### src/rtl/radar_chirp_pkg.sv
// Shared definitions for the chirp DDS sequencer: FSM encoding, parameter-word layout
// and the power-up chirp defaults.
package radar_chirp_pkg;

    localparam logic [2:0] ST_STARTUP = 3'd0;
    localparam logic [2:0] ST_READY   = 3'd1;
    localparam logic [2:0] ST_CHIRP   = 3'd2;
    localparam logic [2:0] ST_DONE    = 3'd3;
    localparam logic [2:0] ST_HOLDOFF = 3'd4;

    localparam int CP_FIELD_W     = 32;
    localparam int CP_COUNTER_MAX = 0;
    localparam int CP_TUNING_COEF = 32;
    localparam int CP_FREQ_OFFSET = 64;

    localparam logic [31:0] DEF_COUNTER_MAX = 32'h0000_0fff;
    localparam logic [31:0] DEF_TUNING_COEF = 32'h0000_0001;
    localparam logic [31:0] DEF_FREQ_OFFSET = 32'h0000_0600;

    typedef struct packed {
        logic [31:0] freq_offset;
        logic [31:0] tuning_coef;
        logic [31:0] counter_max;
    } chirp_params_t;

    function automatic chirp_params_t unpack_chirp_params(input logic [95:0] raw);
        chirp_params_t p;
        p.freq_offset = raw[CP_FREQ_OFFSET +: CP_FIELD_W];
        p.tuning_coef = raw[CP_TUNING_COEF +: CP_FIELD_W];
        p.counter_max = raw[CP_COUNTER_MAX +: CP_FIELD_W];
        return p;
    endfunction

endpackage

### src/rtl/chirp_phase_accum.sv
// Sample counter, linear-FM ramp and shadow copy of the chirp parameters.
// phase is the registered DDS increment; it reads 0 whenever neither load nor step is asserted.
module chirp_phase_accum
    import radar_chirp_pkg::*;
(
    input  logic          clk_fmc150,
    input  logic          resetn_fmc150,
    input  logic          load,
    input  logic          step,
    input  chirp_params_t params,
    output logic          last,
    output logic [31:0]   phase
);

    chirp_params_t shadow;
    logic [31:0]   sample_idx;
    logic [31:0]   ramp;

    // ramp runs one sample ahead (i*tuning_coef for the next sample) so phase stays a plain register.
    // NOTE: sequential state uses non-blocking assignments so every flop samples pre-edge values.
    always_ff @(posedge clk_fmc150 or negedge resetn_fmc150) begin
        if (!resetn_fmc150) begin
            shadow     <= '{freq_offset: DEF_FREQ_OFFSET,
                            tuning_coef: DEF_TUNING_COEF,
                            counter_max: DEF_COUNTER_MAX};
            sample_idx <= '0;
            ramp       <= '0;
            phase      <= '0;
        end else if (load) begin
            shadow     <= params;
            sample_idx <= '0;
            ramp       <= params.tuning_coef;
            phase      <= params.freq_offset;
        end else if (step) begin
            sample_idx <= sample_idx + 32'd1;
            ramp       <= ramp + shadow.tuning_coef;
            phase      <= shadow.freq_offset + ramp;
        end else begin
            sample_idx <= '0;
            ramp       <= '0;
            phase      <= '0;
        end
    end

    assign last = (sample_idx == shadow.counter_max);

endmodule

### src/rtl/chirp_dds_sequencer.sv
// Chirp handshake responder in the clk_fmc150 DAC domain: FSM, startup/holdoff timing and
// registered handshake outputs around the phase-increment generator.
module chirp_dds_sequencer
    import radar_chirp_pkg::*;
#(
    parameter int HOLDOFF_CYCLES = 4,
    parameter int STARTUP_CYCLES = 16
) (
    input  logic         clk_fmc150,
    input  logic         resetn_fmc150,
    input  logic         dac_ready,
    input  logic [127:0] chirp_parameters_in,
    input  logic         chirp_init,
    input  logic         chirp_enable,
    output logic         chirp_ready,
    output logic         chirp_active,
    output logic         chirp_done,
    output logic         chirp_aborted,
    output logic [31:0]  dds_phase_inc,
    output logic         dds_valid
);

    localparam int SW = $clog2(STARTUP_CYCLES + 1);
    localparam int HW = $clog2(HOLDOFF_CYCLES + 1);

    logic [2:0]    state, state_nxt;
    logic [SW-1:0] startup_cnt;
    logic [HW-1:0] holdoff_cnt;
    logic          accept, abort, last, load, step;
    logic          startup_done, holdoff_done;
    chirp_params_t params;
    logic          unused_upper;

    assign unused_upper = ^chirp_parameters_in[127:96];
    assign params       = unpack_chirp_params(chirp_parameters_in[95:0]);
    assign accept       = chirp_init & chirp_enable & dac_ready;
    assign abort        = ~chirp_enable | ~dac_ready;
    assign startup_done = (startup_cnt == SW'(STARTUP_CYCLES));
    assign holdoff_done = (holdoff_cnt == HW'(HOLDOFF_CYCLES - 1));

    // NOTE: default assignment first so no path through the case leaves state_nxt unassigned (no latch).
    always_comb begin
        state_nxt = state;
        case (state)
            ST_STARTUP: if (dac_ready && startup_done) state_nxt = ST_READY;
            ST_READY: begin
                if (!dac_ready)  state_nxt = ST_STARTUP;
                else if (accept) state_nxt = ST_CHIRP;
            end
            ST_CHIRP:   if (last || abort) state_nxt = ST_DONE;
            ST_DONE:    state_nxt = ST_HOLDOFF;
            ST_HOLDOFF: if (holdoff_done) state_nxt = dac_ready ? ST_READY : ST_STARTUP;
            default:    state_nxt = ST_STARTUP;
        endcase
    end

    assign load = (state == ST_READY) && (state_nxt == ST_CHIRP);
    assign step = (state == ST_CHIRP) && (state_nxt == ST_CHIRP);

    // Handshake outputs are registered from the next state so they line up with the new state.
    always_ff @(posedge clk_fmc150 or negedge resetn_fmc150) begin
        if (!resetn_fmc150) begin
            state         <= ST_STARTUP;
            startup_cnt   <= '0;
            holdoff_cnt   <= '0;
            chirp_ready   <= 1'b0;
            chirp_active  <= 1'b0;
            chirp_done    <= 1'b0;
            chirp_aborted <= 1'b0;
        end else begin
            state <= state_nxt;
            if (state == ST_STARTUP && dac_ready && !startup_done)
                startup_cnt <= startup_cnt + 1'b1;
            else
                startup_cnt <= '0;
            if (state == ST_HOLDOFF)
                holdoff_cnt <= holdoff_cnt + 1'b1;
            else
                holdoff_cnt <= '0;
            chirp_ready   <= (state_nxt == ST_READY) && dac_ready;
            chirp_active  <= (state_nxt == ST_CHIRP);
            chirp_done    <= (state_nxt == ST_DONE);
            // A cut-short chirp whose last sample coincides with the abort counts as complete.
            chirp_aborted <= (state == ST_CHIRP) && !last && abort;
        end
    end

    assign dds_valid = chirp_active;

    chirp_phase_accum u_phase_accum (
        .clk_fmc150    (clk_fmc150),
        .resetn_fmc150 (resetn_fmc150),
        .load          (load),
        .step          (step),
        .params        (params),
        .last          (last),
        .phase         (dds_phase_inc)
    );

endmodule

### config.mk
export PLATFORM = sky130hd
export DESIGN_NAME = chirp_dds_sequencer
export DESIGN_NICKNAME = d
export VERILOG_FILES = /design/src/rtl/radar_chirp_pkg.sv /design/src/rtl/chirp_phase_accum.sv /design/src/rtl/chirp_dds_sequencer.sv
export SDC_FILE = /design/constraint.sdc
export NUM_CORES = 1
export LEC_CHECK = 0
export CAP_MARGIN = 25
export CORE_MARGIN = 5
export CORE_UTILIZATION = 51
export CTS_CLUSTER_SIZE = 30
export DETAILED_ROUTE_END_ITERATION = 8
export GPL_ROUTABILITY_DRIVEN = 0
export GPL_TIMING_DRIVEN = 0
export MAX_ROUTING_LAYER = met4
export PLACE_DENSITY = 0.76
export SYNTH_ARGS = -nofsm -noshare
export SYNTH_HDL_FRONTEND = slang
export SYNTH_SLANG_ARGS = --single-unit
### constraint.sdc
create_clock -name clk_fmc150 -period 3.1 [get_ports clk_fmc150]
set_input_delay 0.465 -clock clk_fmc150 [delete_from_list [all_inputs] [get_ports clk_fmc150]]
set_output_delay 0.465 -clock clk_fmc150 [all_outputs]
set_load 0.01 [all_outputs]
==> reports/results.ini, run 1 <==
[worst_setup_path]
r2r_start=u_phase_accum.ramp[0]$_DFF_PN0_
r2r_setup_slack_ns=0.09
crit_path_end_kind=register
path_max_fanout=3
arrival_ns=3.38
reg2reg_to=u_phase_accum.phase[30]$_DFF_PN0_
startpoint_type=register
critical_path_required_ns=3.47
worstSetupPathType=register to register
ff2ff_path_depth=12
timing.critical_path.from=u_phase_accum.ramp[0]$_DFF_PN0_
crit_path_end=u_phase_accum.phase[30]$_DFF_PN0_

[timing]
max-slew-margin-rel_pct=53.9
period_needed_ns=3.01
fmax_mhz=332
setup_viol=0
rsz0062_at_grt=yes
setup_slack_ns=0.0859
skew_ns=0.0205
tightest_slew_ns=0.692
hold-worst-slack_ns=0.434
min_period_over_period_pct=97.2
final_max_slew_viol_count=0
hold_viol=0

[yosys]
synth_common_cells=nand2_1 (347), dfrtp_1 (192), o21ai_0 (93)
syn_inst=1223
syn_area_sq_um=11000
yosysUniqueCellTypes=56
yosys_warnings=0
synth.most_common_cell=nand2_1
ys_seq_elements=207
synthArstFlopShare_pct=100
synth_nets=1425
synth.area.top_cells=dfrtp_1 (44%), nand2_1 (12%), ha_1 (7.6%)
synth_top_flop_cell=dfrtp_1
synth_top_area_share_pct=43.7
yosysSeqAreaShare_pct=47.3
synth_largest_area_cell=dfrtp_1
avgSynthCellArea_sq_um=8.98
synth_edf_count=0

[detailed_routing]
routedWlPerCell_um=16.6
num_vias=9145
drtIter0Drc=641
vias_per_cell=5.44
dr.pass1.iters=5
drcViolationCount=0
routed_wl_um=27800
ant_nets=0

[finish]
fillers=1779
seq_area_sq_um=5200
diodes=0
syn2layout_area_growth_pct=23.5
fin_nets=1592
multi_input_area_sq_um=5580
drive_above_1_share_pct=5.76
design_area_sq_um=13600

[power_and_ir_drop]
switching_share_pct=31.5
p_seq_share_pct=42.1
switchingPower_mw=2.67
pwr_density_cell_nw_per_um2=625
p_clk_share_pct=32.0
p_leak_nw=6.36
comb_power_share_pct=26.0
internal_power_mw=5.81
ir_worst_vdd_mv=0.403

[grt]
antenna_found_initial=0
grt_max_degree=117
grt_pass1_wl_um=45300
grt_pass1_vias=9113
overflow=0
grt_usage_pct=23.3

[floorplan]
dieArea_sq_um=24600
dieHeight_um=157
start_util_pct=52.1
pin_count=170
core_sq_um=21100
die_w_um=157
rows=53

[cts]
clock_path_buffers=3
h-tree-depth=1
cts_tree=built
insertion_delay_ns=0.52
cts.sinks=207
cts.clk_slew.worst_paths_ns=0.06
cts-root-buf=clkbuf_16
numCtsBuffers=23

[placement]
port_buffers=137
pre_cts_slack_ns=-0.288
dpl.hpwl_um=20800
placed_area_sq_um=12700

[flow_run]
maxCapViolCount=0

[min_path]
hold_path.class=register to register

[outcome]
status=finished clean

[cells by family (layout without fill, tap and decap cells)]
family                   count (synthesis)  after routing  share of synthesized area (%)
XOR/XNOR                               115            115                           9.17
AND/OR/NAND/NOR                        525            525                           20.0
AO/OA/AOI/OAI                          241            241                           13.2
buffers and inverters                   66            249                           2.30
flip-flops                             207            207                           47.3
adder cells (fa/ha/maj)                 69             69                           8.00
[cell type report]
type                       count  share of cell area (%)
multi-input combinational    950                    41.1
sequential                   207                    38.3
timing repair buffer         143                    10.6
clock buffer                  36                    5.12
tap                          275                    2.54
buffer                        39                    1.13
inverter                      26                   0.719
clock inverter                 5                   0.397
[how the worst min path moves through the flow]
stage | from | end | slack, ns | cells after the start
2_1_floorplan | resetn_fmc150 | chirp_aborted$_DFF_PN0_ | 0.17 | 0
3_3_place_gp | holdoff_cnt[0]$_DFF_PN0_ | holdoff_cnt[0]$_DFF_PN0_ | 0.42 | 1
3_5_place_dp | holdoff_cnt[0]$_DFF_PN0_ | holdoff_cnt[0]$_DFF_PN0_ | 0.43 | 1
4_1_cts | chirp_parameters_in[11] | u_phase_accum.shadow[11]$_DFFE_PN1P_ | 0.43 | 3
5_1_grt | chirp_parameters_in[7] | u_phase_accum.shadow[7]$_DFFE_PN1P_ | 0.43 | 3
6_report | holdoff_cnt[0]$_DFF_PN0_ | holdoff_cnt[0]$_DFF_PN0_ | 0.43 | 1
[per-layer routing]
| layer | vias to the layer above | global-route usage, % | wire (um) | share of wire, % |
|---|---|---|---|---|
| met5 | - | - | 0 | 0 |
| met4 | 0 | 6.53 | 761 | 2.7 |
| li1 | 4492 | - | - | - |
| met1 | 4362 | 32.4 | 12900 | 46 |
| met2 | 238 | 36.4 | 12700 | 46 |
| met3 | 53 | 2.71 | 1420 | 5.1 |
[state kept, by name, indices dropped and copies added (netlist names)]
register and cells:
chirp_aborted 1, chirp_active 1, chirp_done 1, chirp_ready 1, holdoff_cnt 3, startup_cnt 5
state 3, u_phase_accum.phase 32, u_phase_accum.ramp 32, u_phase_accum.sample_idx 32, u_phase_accum.shadow 96
[cells in the final DEF, fill, tap and decap left out, types with 3 or more instances in the layout]
master / Yosys / layout
clkbuf_1: 32 / 36
and2_1: 3 / 3
nor4_1: 3 / 3
nand4_1: 21 / 21
or2_2: 5 / 5
inv_1: 26 / 26
a211oi_1: 13 / 10
nor2_1: 72 / 71
xor2_1: 50 / 50
buf_4: 1 / 5
a21o_1: 14 / 14
clkdlybuf4s50_1: 0 / 136
o31ai_1: 4 / 3
nand2_1: 347 / 347
o21bai_1: 11 / 11
o21ai_0: 93 / 93
or4_1: 3 / 3
nand3_1: 25 / 25
dfrtp_1: 192 / 192
a21oi_1: 51 / 50
nor3_1: 16 / 16
clkbuf_16: 0 / 23
clkinv_2: 0 / 3
nand2b_1: 5 / 5
clkbuf_8: 0 / 7
nor2b_1: 6 / 6
o21a_1: 5 / 5
dfstp_2: 15 / 15
a211oi_2: 1 / 3
a31oi_1: 10 / 9
xnor2_1: 65 / 65
o21ai_1: 15 / 14
ha_1: 67 / 67
and3_1: 9 / 9
or3_1: 7 / 7
buf_1: 6 / 6
[power groups by stage]
stage                     logic, mW  registers [mW]  clock network, mW
final                          2.20            3.57               2.71
after global routing           2.49            3.62               2.85
after CTS                      2.20            3.56               2.75
after detailed placement       2.17            3.60                  0
after global placement         2.10            3.59                  0
after floorplan                1.49            3.53                  0
[worst max-delay path, stage by stage (launching register included)]
cell and delay [ns]:
dfrtp_1 0.40, ha_1 0.25, fa_2 0.41, a211oi_4 0.26
o21ai_2 0.13, a211oi_2 0.20, buf_4 0.16, o21ba_2 0.19
o31a_1 0.23, o2111ai_1 0.15, a21oi_1 0.20, xor2_1 0.18
o21ai_1 0.08
[stage by stage]
| stage | power, mW | TNS [ns] | std cells | utilization (%) |
|---|---|---|---|---|
| floorplan | 5.02 | 0 | 1223 | - |
| global placement | 5.69 | -1393.47 | 1635 | 60.2 |
| detailed placement | 5.77 | -1.22 | 1636 | 60.4 |
| CTS | 8.50 | 0 | 1680 | 64.1 |
| global route | 8.96 | -0.0850 | 1681 | 64.3 |
| finish | 8.48 | 0 | 1681 | 64.3 |
[repair_timing]
action | in CTS | in global routing
endpoints found under the setup margin | 5 | 23
setup buffers | 2 | 2
endpoints found under the hold margin | 29 | 0
resized for setup | 3 | 10
pin swaps | 1 | 6
hold buffers | 1 | 0
Note: power is estimated with default switching activity, not from simulation.
==> run 2, diff against run 1 <==
--- a/config.mk
+++ b/config.mk
@@ -13,7 +13,8 @@
 export GPL_ROUTABILITY_DRIVEN = 0
 export GPL_TIMING_DRIVEN = 0
 export MAX_ROUTING_LAYER = met4
-export PLACE_DENSITY = 0.76
+export PLACE_DENSITY = 0.75
 export SYNTH_ARGS = -nofsm -noshare
 export SYNTH_HDL_FRONTEND = slang
+export SYNTH_HIERARCHICAL = 1
 export SYNTH_SLANG_ARGS = --single-unit
==> run 2 against run 1 <==
Effect of this change:
- flip-flop and latch count did not move
- sequential share of layout area down 3.1 points
- synthesized area rose by 9.9%
- register-to-register slack improved by 0.06 ns
==> reports/results.ini, run 2 <==
[timing]
hold_viol=0
hold-worst-slack_ns=0.00283
period_needed_ns=2.96
tns_ns=0
skew_ns=0.0114
max-slew-margin-rel_pct=42.7
fmax_mhz=338
final_max_slew_viol_count=0
setup_viol=0
min_period_over_period_pct=95.4
tightest_slew_ns=0.860

[yosys]
yosysSeqAreaShare_pct=43.1
yosysUniqueCellTypes=84
synth_common_cells=dfrtp_1 (192), nand2_1 (122), o21ai_0 (119)
synth_top_area_share_pct=39.8
synth_largest_area_cell=dfrtp_1
synth_edf_count=0
avgSynthCellArea_sq_um=9.52
synthArstFlopShare_pct=100
synth.most_common_cell=dfrtp_1
synth_nets=1470
syn_inst=1268
ys_seq_elements=207
synth_top_flop_cell=dfrtp_1
synth.area.top_cells=dfrtp_1 (40%), ha_1 (6.9%), xor2_1 (5.2%)
yosys_warnings=6
syn_area_sq_um=12100

[finish]
syn2layout_area_growth_pct=22.4
multi_input_area_sq_um=6360
largest_reg_flops=96
final_common_cell=dfrtp_1
seq_area_sq_um=5200
post-route-util_pct=63.1
regMostFlops=u_phase_accum/shadow
most-common-layout-cells=dfrtp_1 (192), clkdlybuf4s50_1 (136), nand2_1 (122)
drive_above_1_share_pct=10.5
fin_nets=1633
finalNonFillerCells=1767
diodes=0
fillers=1970

[cts]
cts.clk_slew.worst_paths_ns=0.06
h-tree-depth=1
clock_path_buffers=3
cts-root-buf=clkbuf_16
holdBufCountCts=0
numCtsBuffers=24
cts_tree=built
cts.sinks=207
insertion_delay_ns=0.53

[grt]
grt_pass1_wl_um=52600
grt_usage_pct=25.4
antenna_found_initial=0
grt_max_degree=113
overflow=0
grt_pass1_vias=10200

[worst_setup_path]
startpoint_type=register
arrival_ns=3.34
critical_path_required_ns=3.49
path_max_fanout=10
crit_path_end_kind=register
worstSetupPathType=register to register

[placement]
dpl.hpwl_um=24600
placed_cells=1725
port_buffers=137

[power_and_ir_drop]
power_mw=14.7
p_leak_nw=6.83
pwr_density_cell_nw_per_um2=997
ir_worst_vdd_mv=0.506

[detailed_routing]
vias_per_cell=5.75
drcViolationCount=0
routedWlPerCell_um=18.8
num_vias=10200
ant_nets=0
routed_wl_um=33200
dr.pass1.iters=5
drtIter0Drc=819

[floorplan]
dieHeight_um=164
core_sq_um=23400
die_w_um=164
rows=56
pin_count=170
start_util_pct=51.6
dieArea_sq_um=26800

[min_path]
hold_path.class=input pin to asynchronous set/reset pin

[flow_run]
maxCapViolCount=0

[outcome]
status=finished clean

-- run 2: cell count changes after synthesis, moves of 13 or more --
cell / before / now
inv_1: 26 / 75
o21ai_0: 93 / 119
xor2_1: 50 / 72
a21o_1: 14 / 27
nand2_1: 347 / 122
xnor2_1: 65 / 30
nand3_1: 25 / 45
mux2_2: 0 / 43
-- run 2: final cells by class --
| cell class | instances | area share [%] |
|---|---|---|
| plain buffers | 60 | 2.08 |
| clock inverters | 10 | 0.940 |
| inverters | 75 | 1.91 |
| multi-input cells | 924 | 43.1 |
| flip-flops and latches | 207 | 35.2 |
| repair buffers | 139 | 9.55 |
| well taps | 319 | 2.70 |
| clock buffers | 33 | 4.57 |
-- run 2: per-layer routing --
layer	share of wire [%]	GRT usage [%]
met3	7.1	3.86
met2	47	41.5
met4	3.2	7.43
met1	42	33.1
met5	0	-
-- run 2: worst paths after layout --
check	startpoint	end	slack, ns	cells after the start
min	resetn_fmc150	u_phase_accum/sample_idx[8]$_DFF_PN0_	0.003	1
min in group clk_fmc150	holdoff_cnt[0]$_DFF_PN0_	holdoff_cnt[0]$_DFF_PN0_	0.45	1
max reg2reg	u_phase_accum/shadow[3]$_DFFE_PN1P_	u_phase_accum/phase[16]$_DFF_PN0_	0.14	11
max in group asynchronous	resetn_fmc150	u_phase_accum/shadow[32]$_DFFE_PN1P_	2.16	2
max	u_phase_accum/shadow[3]$_DFFE_PN1P_	u_phase_accum/phase[16]$_DFF_PN0_	0.14	11
min reg2reg	holdoff_cnt[0]$_DFF_PN0_	holdoff_cnt[0]$_DFF_PN0_	0.45	1
-- run 2: through the flow --
| stage | instance area, sq um | setup WS, ns |
|---|---|---|
| global route | 14800 | -0.000309 |
| global placement | 13800 | -7.07 |
| CTS | 14700 | 0.00318 |
| floorplan | 12100 | 0.313 |
| detailed placement | 13900 | -1.21 |
| finish | 14800 | 0.142 |
-- run 2: kinds of logic (layout without fill, tap and decap cells) --
| logic type | Yosys count | in the layout | share of synthesized area (%) |
|---|---|---|---|
| simple gates | 380 | 380 | 15.9 |
| compound gates | 326 | 326 | 17.4 |
| flops | 207 | 207 | 43.1 |
| buf+inv | 137 | 317 | 4.64 |
| xor+xnor | 102 | 102 | 7.40 |
| fa+ha+maj | 69 | 69 | 7.28 |
| mux | 47 | 47 | 4.34 |
-- run 2: timing repair --
action                                  in CTS  in global routing
resized for setup                           17                 13
setup buffers                                0                  1
pin swaps                                    0                  1
endpoints found under the setup margin      94                 51
-- run 2: report_power, final --
| part | leakage, nW | total, mW | switching (mW) | internal, mW |
|---|---|---|---|---|
| Sequential | 2.64 | 4.37 | 0.654 | 3.71 |
| Clock | 0.399 | 2.91 | 1.14 | 1.77 |
| Combinational | 3.79 | 7.46 | 4.40 | 3.06 |
| Total | 6.83 | 14.7 | 6.19 | 8.54 |
-- run 2: critical path, cell delays in order, from the launching register on --
cell	delay, ns
dfstp_2	0.53
xor2_1	0.08
nor4_1	0.37
nand4_1	0.15
nor2_1	0.22
and3b_2	0.25
nor2_1	0.13
nor2_1	0.11
nand2b_4	0.18
buf_2	0.31
clkbuf_4	0.32
o31ai_1	0.15
